$ cat config.mk
export PLATFORM = sky130hd
export DESIGN_NAME = vblank_arbiter
export DESIGN_NICKNAME = d
export VERILOG_FILES = /design/src/rtl/vblank_arbiter.sv
export SDC_FILE = /design/constraint.sdc
export NUM_CORES = 1
export LEC_CHECK = 0
export ABC_AREA = 1
export BUFFER_PORTS_ARGS = -buffer_cell sky130_fd_sc_hd__buf_2
export CAP_MARGIN = 20
export CORE_MARGIN = 2
export CORE_UTILIZATION = 28
export CTS_CLUSTER_SIZE = 30
export DETAILED_ROUTE_END_ITERATION = 8
export PLACE_DENSITY_LB_ADDON = 0.12
export SYNTH_ARGS = -nofsm -noshare
export SYNTH_HDL_FRONTEND = slang
export SYNTH_SLANG_ARGS = --single-unit
export TNS_END_PERCENT = 20
$ cat constraint.sdc
create_clock -name px_clk -period 2.1 [get_ports px_clk]
set_clock_uncertainty 0.15 [all_clocks]
set_input_delay 0.525 -clock px_clk [delete_from_list [all_inputs] [get_ports px_clk]]
set_output_delay 0.525 -clock px_clk [all_outputs]
set_load 0.01 [all_outputs]
$ cat src/rtl/vblank_arbiter.sv
// Grants one shared resource to NREQ requesters, only inside the vblank window after vsync falls.
// Define VBLANK_ARB_RR_EN for round-robin arbitration; the default build uses fixed priority (lowest index wins).
module vblank_arbiter #(
    parameter int NREQ       = 2,
    parameter int WIN_CYCLES = 29000
) (
    input  logic            px_clk,
    input  logic            rstn,
    input  logic            vsync,
    input  logic            activevideo,
    input  logic [NREQ-1:0] req,
    output logic [NREQ-1:0] gnt,
    output logic            win_open,
    output logic            frame_tick,
    output logic [15:0]     frame_cnt,
    output logic            abort,
    output logic            overrun
);

    // state   | meaning
    // S_IDLE  | window closed, requests ignored
    // S_OPEN  | window open, no owner (also the forced gap after a release)
    // S_GRANT | window open, owner holds gnt while its req stays high
    localparam logic [1:0] S_IDLE  = 2'd0;
    localparam logic [1:0] S_OPEN  = 2'd1;
    localparam logic [1:0] S_GRANT = 2'd2;

    localparam int          IDX_W      = (NREQ > 1) ? $clog2(NREQ) : 1;
    localparam logic [15:0] WIN_RELOAD = 16'(WIN_CYCLES - 1);

    logic [1:0]       state;
    logic             vsync_d;
    logic [15:0]      win_cnt;
    logic [IDX_W-1:0] owner;
    logic             vs_fall;
    logic             win_close;
    logic             owner_req;
    logic             pick_valid;
    logic [IDX_W-1:0] pick_idx;

    assign vs_fall   = vsync_d & ~vsync;
    assign win_close = (win_cnt == 16'd0) | activevideo;
    assign owner_req = req[owner];

`ifdef VBLANK_ARB_RR_EN
    logic [IDX_W-1:0] last;
    logic [IDX_W-1:0] cand;

    // Walk from lowest to highest priority so the highest-priority hit is written last.
    always_comb begin
        pick_valid = 1'b0;
        pick_idx   = '0;
        cand       = '0;
        for (int k = NREQ; k >= 1; k--) begin
            cand = IDX_W'((int'(last) + k) % NREQ);
            if (req[cand]) begin
                pick_valid = 1'b1;
                pick_idx   = cand;
            end
        end
    end
`else
    always_comb begin
        pick_valid = 1'b0;
        pick_idx   = '0;
        for (int k = NREQ - 1; k >= 0; k--) begin
            if (req[k]) begin
                pick_valid = 1'b1;
                pick_idx   = IDX_W'(k);
            end
        end
    end
`endif

    always_ff @(posedge px_clk or negedge rstn) begin
        if (!rstn) begin
            state      <= S_IDLE;
            win_open   <= 1'b0;
            gnt        <= '0;
            frame_tick <= 1'b0;
            frame_cnt  <= 16'd0;
            abort      <= 1'b0;
            overrun    <= 1'b0;
            vsync_d    <= 1'b1;
            win_cnt    <= 16'd0;
            owner      <= '0;
`ifdef VBLANK_ARB_RR_EN
            last       <= IDX_W'(NREQ - 1);
`endif
        end else begin
            vsync_d    <= vsync;
            frame_tick <= 1'b0;
            abort      <= 1'b0;
            if ((state != S_IDLE) && activevideo)
                overrun <= 1'b1;

            // A new vsync restarts the window even if one is still open.
            if (vs_fall) begin
                frame_tick <= 1'b1;
                frame_cnt  <= frame_cnt + 16'd1;
                win_cnt    <= WIN_RELOAD;
                state      <= S_OPEN;
                win_open   <= 1'b1;
                gnt        <= '0;
                if (state == S_GRANT) begin
                    abort <= 1'b1;
`ifdef VBLANK_ARB_RR_EN
                    last  <= owner;
`endif
                end
            end else if (state != S_IDLE) begin
                if (win_close) begin
                    state    <= S_IDLE;
                    win_open <= 1'b0;
                    gnt      <= '0;
                    if (state == S_GRANT) begin
                        abort <= owner_req;
`ifdef VBLANK_ARB_RR_EN
                        last  <= owner;
`endif
                    end
                end else begin
                    win_cnt <= win_cnt - 16'd1;
                    if ((state == S_OPEN) && pick_valid) begin
                        gnt   <= NREQ'(1) << pick_idx;
                        owner <= pick_idx;
                        state <= S_GRANT;
                    end else if ((state == S_GRANT) && !owner_req) begin
                        gnt   <= '0;
                        state <= S_OPEN;
`ifdef VBLANK_ARB_RR_EN
                        last  <= owner;
`endif
                    end
                end
            end
        end
    end

endmodule

==> out/results.tsv, run 1 <==
stage	metric	value	unit
outcome	outcome	finished, final reports clean	
drt	route.layer.met1.wl	2.58	mm
yosys	synth.top_cells.by_area	dfrtp_1 (45%), nand2_1 (14%), inv_1 (6.3%)	
floorplanning	io-pin-count	28	
global_route	first_pass_grt_wire_length	8.77	mm
finish	mostFrequentLayoutCells	nand2_1 (88), dfrtp_1 (41), inv_1 (38)	
clock_tree	ctsLongestPathBuffers	2	
global_route	vias_in_the_first_global_route	1865	
yosys	post_synth_inst_count	293	
finish	layout_cells_sized_above_1	17.0	%
placement	post_dp_cell_area	0.00255	mm2
critical_path	worst-r2r-setup-slack	0.33	ns
drt	drc	0	
yosys	flops_latches_synth	42	
timing	total_negative_slack	0	ns
global_route	grt_start_max_net_pins	20	
critical_path	crit_arrival	1.85	ns
hold_path	min_from	vsync	
timing	layout_min_cycle_time	1.77	ns
floorplanning	die-height	94.3	um
yosys	sequential_area_share_after_synthesis	46.1	%
clock_tree	clock_tree.htree_level_count	2	
floorplanning	fp.coreArea	0.00781	mm2
yosys	synth_top_area_cell	dfrtp_1	
critical_path	crit_path_end_kind	flip-flop	
drt	detailroute.wirelength.met3	177	um
timing	fin_crit_sh	84.5	%
critical_path	critPathKind	reg2reg	
floorplanning	die_w	94.3	um
placement	routabilityCongestion	0.792	
placement	hpwlAfterDp	3.73	mm
drt	drt_pre_antenna_iters	4	
global_route	grt_antenna_before_repair	0	
critical_path	worstSetupStartpointType	flip-flop	
finish	area.growth.synth_to_final	18.4	%
clock_tree	clk_transition_reported_paths	0.09	ns
clock_tree	ctsHoldBuffers	1	
clock_tree	post_cts_resize_count	0	
hold_path	min-delay-path-class	in2reg	
global_route	grt_remaining_overflow	0	
timing	measured_slew_at_the_worst_slew_check_pin	0.402	ns
power_and_ir_drop	irDropWorstVdd	0.000368	V
timing	worst_hold_slack	0.184	ns
flow_run	max_cap_viol_count	0	
clock_tree	tritoncts	built	
drt	routed_via_density	4.33	
timing	grt_setup_unrepaired	no	
critical_path	critical_path.max_stage_delay	0.36	ns
critical_path	critical_path.reg2reg.endpoint	win_cnt[11]$_DFFE_PN0P_	
critical_path	critical-path-slowest-cell	dfrtp_1	
drt	final_antenna_net_count	0	
drt	dr.first_iter.drc_count	87	
finish	layout_commonest_cell	nand2_1	
yosys	post-synth-top-area-fraction	45.0	%
power_and_ir_drop	power.leakage	1.43	nW
timing	slew-limit-headroom	73.2	%
clock_tree	cts_setup_buffers	0	
timing	worst_slack	0.325	ns
yosys	postSynthNetCount	301	
drt	wl_met2	2.09	mm
clock_tree	cts_num_sinks	42	
finish	instances_no_fill	432	
clock_tree	cts-buffers-inserted	5	
hold_path	min_delay_path_depth	1	
critical_path	critical_path_required	2.17	ns
drt	detail_route.wl_per_cell	11.4	um
floorplanning	floorplan.die_area	0.00888	mm2
placement	port_buffers	27	
clock_tree	clk_root_buffer_cell	clkbuf_8	
critical_path	crit_fanout	15	
finish	final_standard_cell_area_without_fillers	0.00270	mm2
yosys	mappedNetlistArea	0.00228	mm2
global_route	grt_usage	12.7	%
hold_path	min_delay_worst_endpoint	vsync_d$_DFF_PN1_	
critical_path	regToRegStartpoint	win_cnt[0]$_DFFE_PN0P_	
critical_path	critPathMostFrequentCell	nand2_4	
timing	setup_viol_count_final	0	
drt	totalWireLength	4.95	mm
timing	highest_clock_rate	0.563	GHz
placement	place_worst_setup_slack	0.244	ns
drt	route.vias.total	1870	
clock_tree	clock_latency	0.31	ns
timing	finalHoldViolations	0	
drt	top_layer_used	met4	
floorplanning	core.rowCount	32	
floorplanning	effective_utilization_at_floorplan	29.2	%
yosys	synth_cell_type_count	31	
power_and_ir_drop	power.density	1180	mW/mm2
critical_path	worstPathCellList	inv_1 -> ha_1 -> nand2_2 -> nor2_2 -> nand2_4 -> nand3_4 -> nand2_4 -> inv_4 -> nand2_1 -> o21ai_1	
timing	final_max_slew_viol_count	0	
critical_path	worst-r2r-cell-count	10	
finish	nets	337	
yosys	synth_area_per_cell	7.78	um2
yosys	yosysWarningCount	0	
placement	dpl.cell_count	423	
finish	fillers	830	
finish	n_antenna_cell	0	
-- synth_stat cells --
master,number
xor2_1,15
or2_2,1
buf_8,1
nor2_4,1
o211ai_1,2
o21bai_1,1
xnor2_1,2
buf_6,1
nor2_1,31
nand2_1,88
inv_4,1
nand4_1,7
o21ai_2,1
nand3_4,1
nand2_4,2
dfstp_2,1
ha_1,2
nor3_1,4
buf_2,2
dfrtp_1,41
buf_1,1
nand3_1,22
nor2_2,4
inv_1,38
nor3_2,2
a21oi_1,1
o21ai_1,10
nand2_2,1
o21ai_0,7
nor3b_1,1
a21o_1,1
-- critical path, delay by kind of cell (launching register included) --
family / cells / cell delay [ns]
simple gates: 6 / 0.61
fa+ha+maj: 1 / 0.21
compound gates: 1 / 0.07
flops: 1 / 0.36
buf+inv: 2 / 0.31
-- through the flow --
step                util (%)  total power, W
finish                  34.6         0.00319
global route            34.6         0.00349
CTS                     34.6         0.00324
detailed placement      32.6         0.00241
global placement        32.6         0.00241
floorplan                  -         0.00209
-- final cells by class --
type                            count  area, um2  area share [%]
Clock buffer                        6       82.6            3.06
Clock inverter                      2       60.1            2.22
Inverter                           39        149            5.51
Multi-Input combinational cell    207       1040            38.5
Sequential cell                    42       1050            39.0
Tap cell                          102        128            4.72
Timing Repair Buffer               34        190            7.04
-- worst max path at each step --
| stage | startpoint | slack, ns | to |
|---|---|---|---|
| floorplan | win_cnt[0]$_DFFE_PN0P_ | 0.43 | win_cnt[8]$_DFFE_PN0P_ |
| finish | win_cnt[0]$_DFFE_PN0P_ | 0.33 | win_cnt[11]$_DFFE_PN0P_ |
| CTS | win_cnt[0]$_DFFE_PN0P_ | 0.31 | win_cnt[11]$_DFFE_PN0P_ |
| global route | win_cnt[0]$_DFFE_PN0P_ | 0.11 | win_cnt[7]$_DFFE_PN0P_ |
| global placement | vsync | 0.30 | frame_cnt[12]$_DFFE_PN0P_ |
| detailed placement | vsync | 0.24 | frame_cnt[12]$_DFFE_PN0P_ |
-- routing by layer --
metal	global-route usage [%]	vias to the layer above
met5	0	-
met4	5.43	0
met3	2.81	8
met2	19.3	26
met1	17.4	847
li1	-	989
-- logic make-up (layout without fill, tap and decap cells) --
group                      Yosys count  after routing  share of synthesized area (%)
adders and majority gates            2              2                           1.10
and+or+nand+nor                    165            165                           32.3
DFF                                 42             42                           46.1
xor gates and xnor gates            17             17                           6.53
AOI/OAI and AO/OA                   23             23                           5.65
buffers and inverters               44             81                           8.28
-- power breakdown --
part | internal [W] | total (W) | leakage [nW] | switching, W
Sequential | 0.00103 | 0.00126 | 0.520 | 0.000229
Combinational | 0.000414 | 0.00112 | 0.843 | 0.000708
Clock | 0.000508 | 0.000811 | 0.0714 | 0.000303
Total | 0.00195 | 0.00319 | 1.44 | 0.00124
-- sequential cells by signal, indices dropped and copies added, names as in the netlist --
| signal | cells |
|---|---|
| owner | 1 |
| frame_cnt | 16 |
| frame_tick | 1 |
| win_open | 1 |
| win_cnt | 16 |
| gnt | 2 |
| overrun | 1 |
| vsync_d | 1 |
| abort | 1 |
| state | 2 |
No activity file was read; power rests on OpenSTA's default activity.
==> run 2, diff against run 1 <==
Clock period 2.1 ns to 1.7 ns, I/O delays scaled along.
==> out/results.tsv, run 2 (synthesis gave the netlist of run 1 again) <==
stage	metric	value	unit
finish	layout_commonest_cell	nand2_1	
finish	layout_cells_sized_above_1	23.9	%
drt	drt_pre_antenna_iters	4	
clock_tree	clk_transition_reported_paths	0.09	ns
finish	final_cell_utilization_of_the_core	36.7	%
timing	slew-limit-headroom	75.9	%
drt	totalWireLength	5.25	mm
placement	hpwlAfterDp	4.00	mm
global_route	grt_usage	13.4	%
placement	port_buffers	27	
drt	detail_route.wl_per_cell	11.7	um
finish	top_regs	frame_cnt x16, win_cnt x16	
placement	routabilityCongestion	0.753	
hold_path	min-delay-path-class	in2reg	
timing	final_max_slew_viol_count	0	
floorplanning	effective_utilization_at_floorplan	29.2	%
timing	fin_crit_sh	94.5	%
finish	nets	355	
critical_path	crit_arrival	1.65	ns
clock_tree	ctsLongestPathBuffers	2	
critical_path	crit_path_end_kind	flip-flop	
timing	highest_clock_rate	0.622	GHz
critical_path	worstSetupStartpointType	flip-flop	
timing	finalHoldViolations	0	
floorplanning	io-pin-count	28	
drt	dr.first_iter.drc_count	59	
outcome	outcome	finished, final reports clean	
global_route	vias_in_the_first_global_route	1928	
floorplanning	die_w	94.3	um
critical_path	critical_path.max_stage_delay	0.54	ns
timing	setup_viol_count_final	0	
global_route	first_pass_grt_wire_length	9.25	mm
power_and_ir_drop	power.density	1360	mW/mm2
floorplanning	floorplan.die_area	0.00888	mm2
finish	n_antenna_cell	0	
critical_path	critical_path_required	1.74	ns
floorplanning	die-height	94.3	um
critical_path	critPathMostFrequentCell	nand2_1	
global_route	grt_remaining_overflow	0	
clock_tree	clk_root_buffer_cell	clkbuf_8	
clock_tree	clock_tree.htree_level_count	2	
timing	grt_setup_unrepaired	yes	
drt	drc	0	
power_and_ir_drop	irDropWorstVdd	0.000583	V
critical_path	path_buf_inv	1	
critical_path	critPathKind	reg2reg	
critical_path	critical-path-slowest-cell	dfstp_2	
critical_path	worst_path_dominant_cell_family	simple AND/OR/NAND/NOR gates	
floorplanning	fp.coreArea	0.00781	mm2
power_and_ir_drop	total_power	0.00391	W
global_route	grt_antenna_before_repair	0	
drt	routed_via_density	4.32	
finish	area.growth.synth_to_final	25.5	%
clock_tree	tritoncts	built	
drt	final_antenna_net_count	0	
critical_path	worstPathCellList	inv_1 -> nor2_2 -> nand2_1 -> nor3_4 -> nand3_2 -> o21ai_0 -> nand2_1	
floorplanning	core.rowCount	32	
flow_run	max_cap_viol_count	0	
timing	measured_slew_at_the_worst_slew_check_pin	0.360	ns
clock_tree	cts_num_sinks	42	
timing	layout_min_cycle_time	1.61	ns
drt	route.vias.total	1943	
global_route	grt_start_max_net_pins	26	
clock_tree	cts-buffers-inserted	5	
power_and_ir_drop	power.leakage	1.51	nW
critical_path	crit_fanout	3	
finish	mostFrequentLayoutCells	nand2_1 (88), dfrtp_1 (40), inv_1 (38)	
clock_tree	clock_latency	0.30	ns
[run 2: cell types whose count changed in the layout (fill, tap and decap cells not counted), sizes merged]
cell / previous run / this run
buf: 33 / 51
clkinvlp: 0 / 1
inv: 39 / 38
clkinv: 0 / 2
bufinv: 2 / 0
[run 2: per-layer routing]
layer / routed length (um) / GRT usage, %
met1: 2620 / 18.2
met2: 2380 / 21.1
met3: 192 / 3.05
met4: 63 / 4.35
met5: 0 / 0
[run 2: metrics by stage]
stage / hold slack [ns] / std cells / setup TNS (ns) / setup WS [ns] / instance area (um2)
after floorplan: -0.0206 / 293 / 0 / 0.0253 / 2280
after global placement: 0.250 / 441 / -0.00844 / -0.00844 / 2700
after detailed placement: 0.250 / 441 / -0.00358 / -0.00358 / 2700
after CTS: 0.0884 / 450 / 0 / 0.0111 / 2800
after global routing: 0.0870 / 450 / -0.111 / -0.0271 / 2860
final: 0.104 / 450 / 0 / 0.0927 / 2860
[run 2: final timing paths]
check	from	endpoint	slack, ns	depth (start not counted)
setup / recovery	vsync_d$_DFF_PN1_	frame_cnt[12]$_DFFE_PN0P_	0.09	7
hold / removal	vsync	vsync_d$_DFF_PN1_	0.10	1
setup reg to reg	vsync_d$_DFF_PN1_	frame_cnt[12]$_DFFE_PN0P_	0.09	7
hold reg to reg	gnt[1]$_DFFE_PN0P_	gnt[1]$_DFFE_PN0P_	0.33	2
max in group asynchronous	rstn	win_cnt[7]$_DFFE_PN0P_	0.67	3
min in group asynchronous	rstn	frame_cnt[9]$_DFFE_PN0P_	0.46	3
[run 2: worst register-to-register path: cells and delay by family (launching register included)]
family	cells	cell delay, ns
flip-flops	1	0.54
AO/OA/AOI/OAI	1	0.16
AND/OR/NAND/NOR	5	0.62
buffers and inverters	1	0.04
[run 2: layout make-up]
class / instances / area, um2
Timing Repair Buffer: 52 / 338
Fill cell: 828 / 4940
Sequential cell: 42 / 1050
Tap cell: 102 / 128
Clock inverter: 2 / 12.5
Multi-Input combinational cell: 207 / 1090
Clock buffer: 6 / 82.6
Inverter: 39 / 159
[run 2: report_power, final]
group          switching [W]  leakage [nW]  internal (W)  total [W]
sequential          0.000263         0.519       0.00128    0.00154
combinational       0.000993         0.945      0.000680    0.00167
clock               0.000366        0.0472      0.000327   0.000693
[run 2: repair_timing]
item	CTS	global route
setup endpoints to repair	0	24
endpoints found under the hold margin	41	0
buffers inserted	0	0
gates resized for setup	0	17
hold buffers	1	0
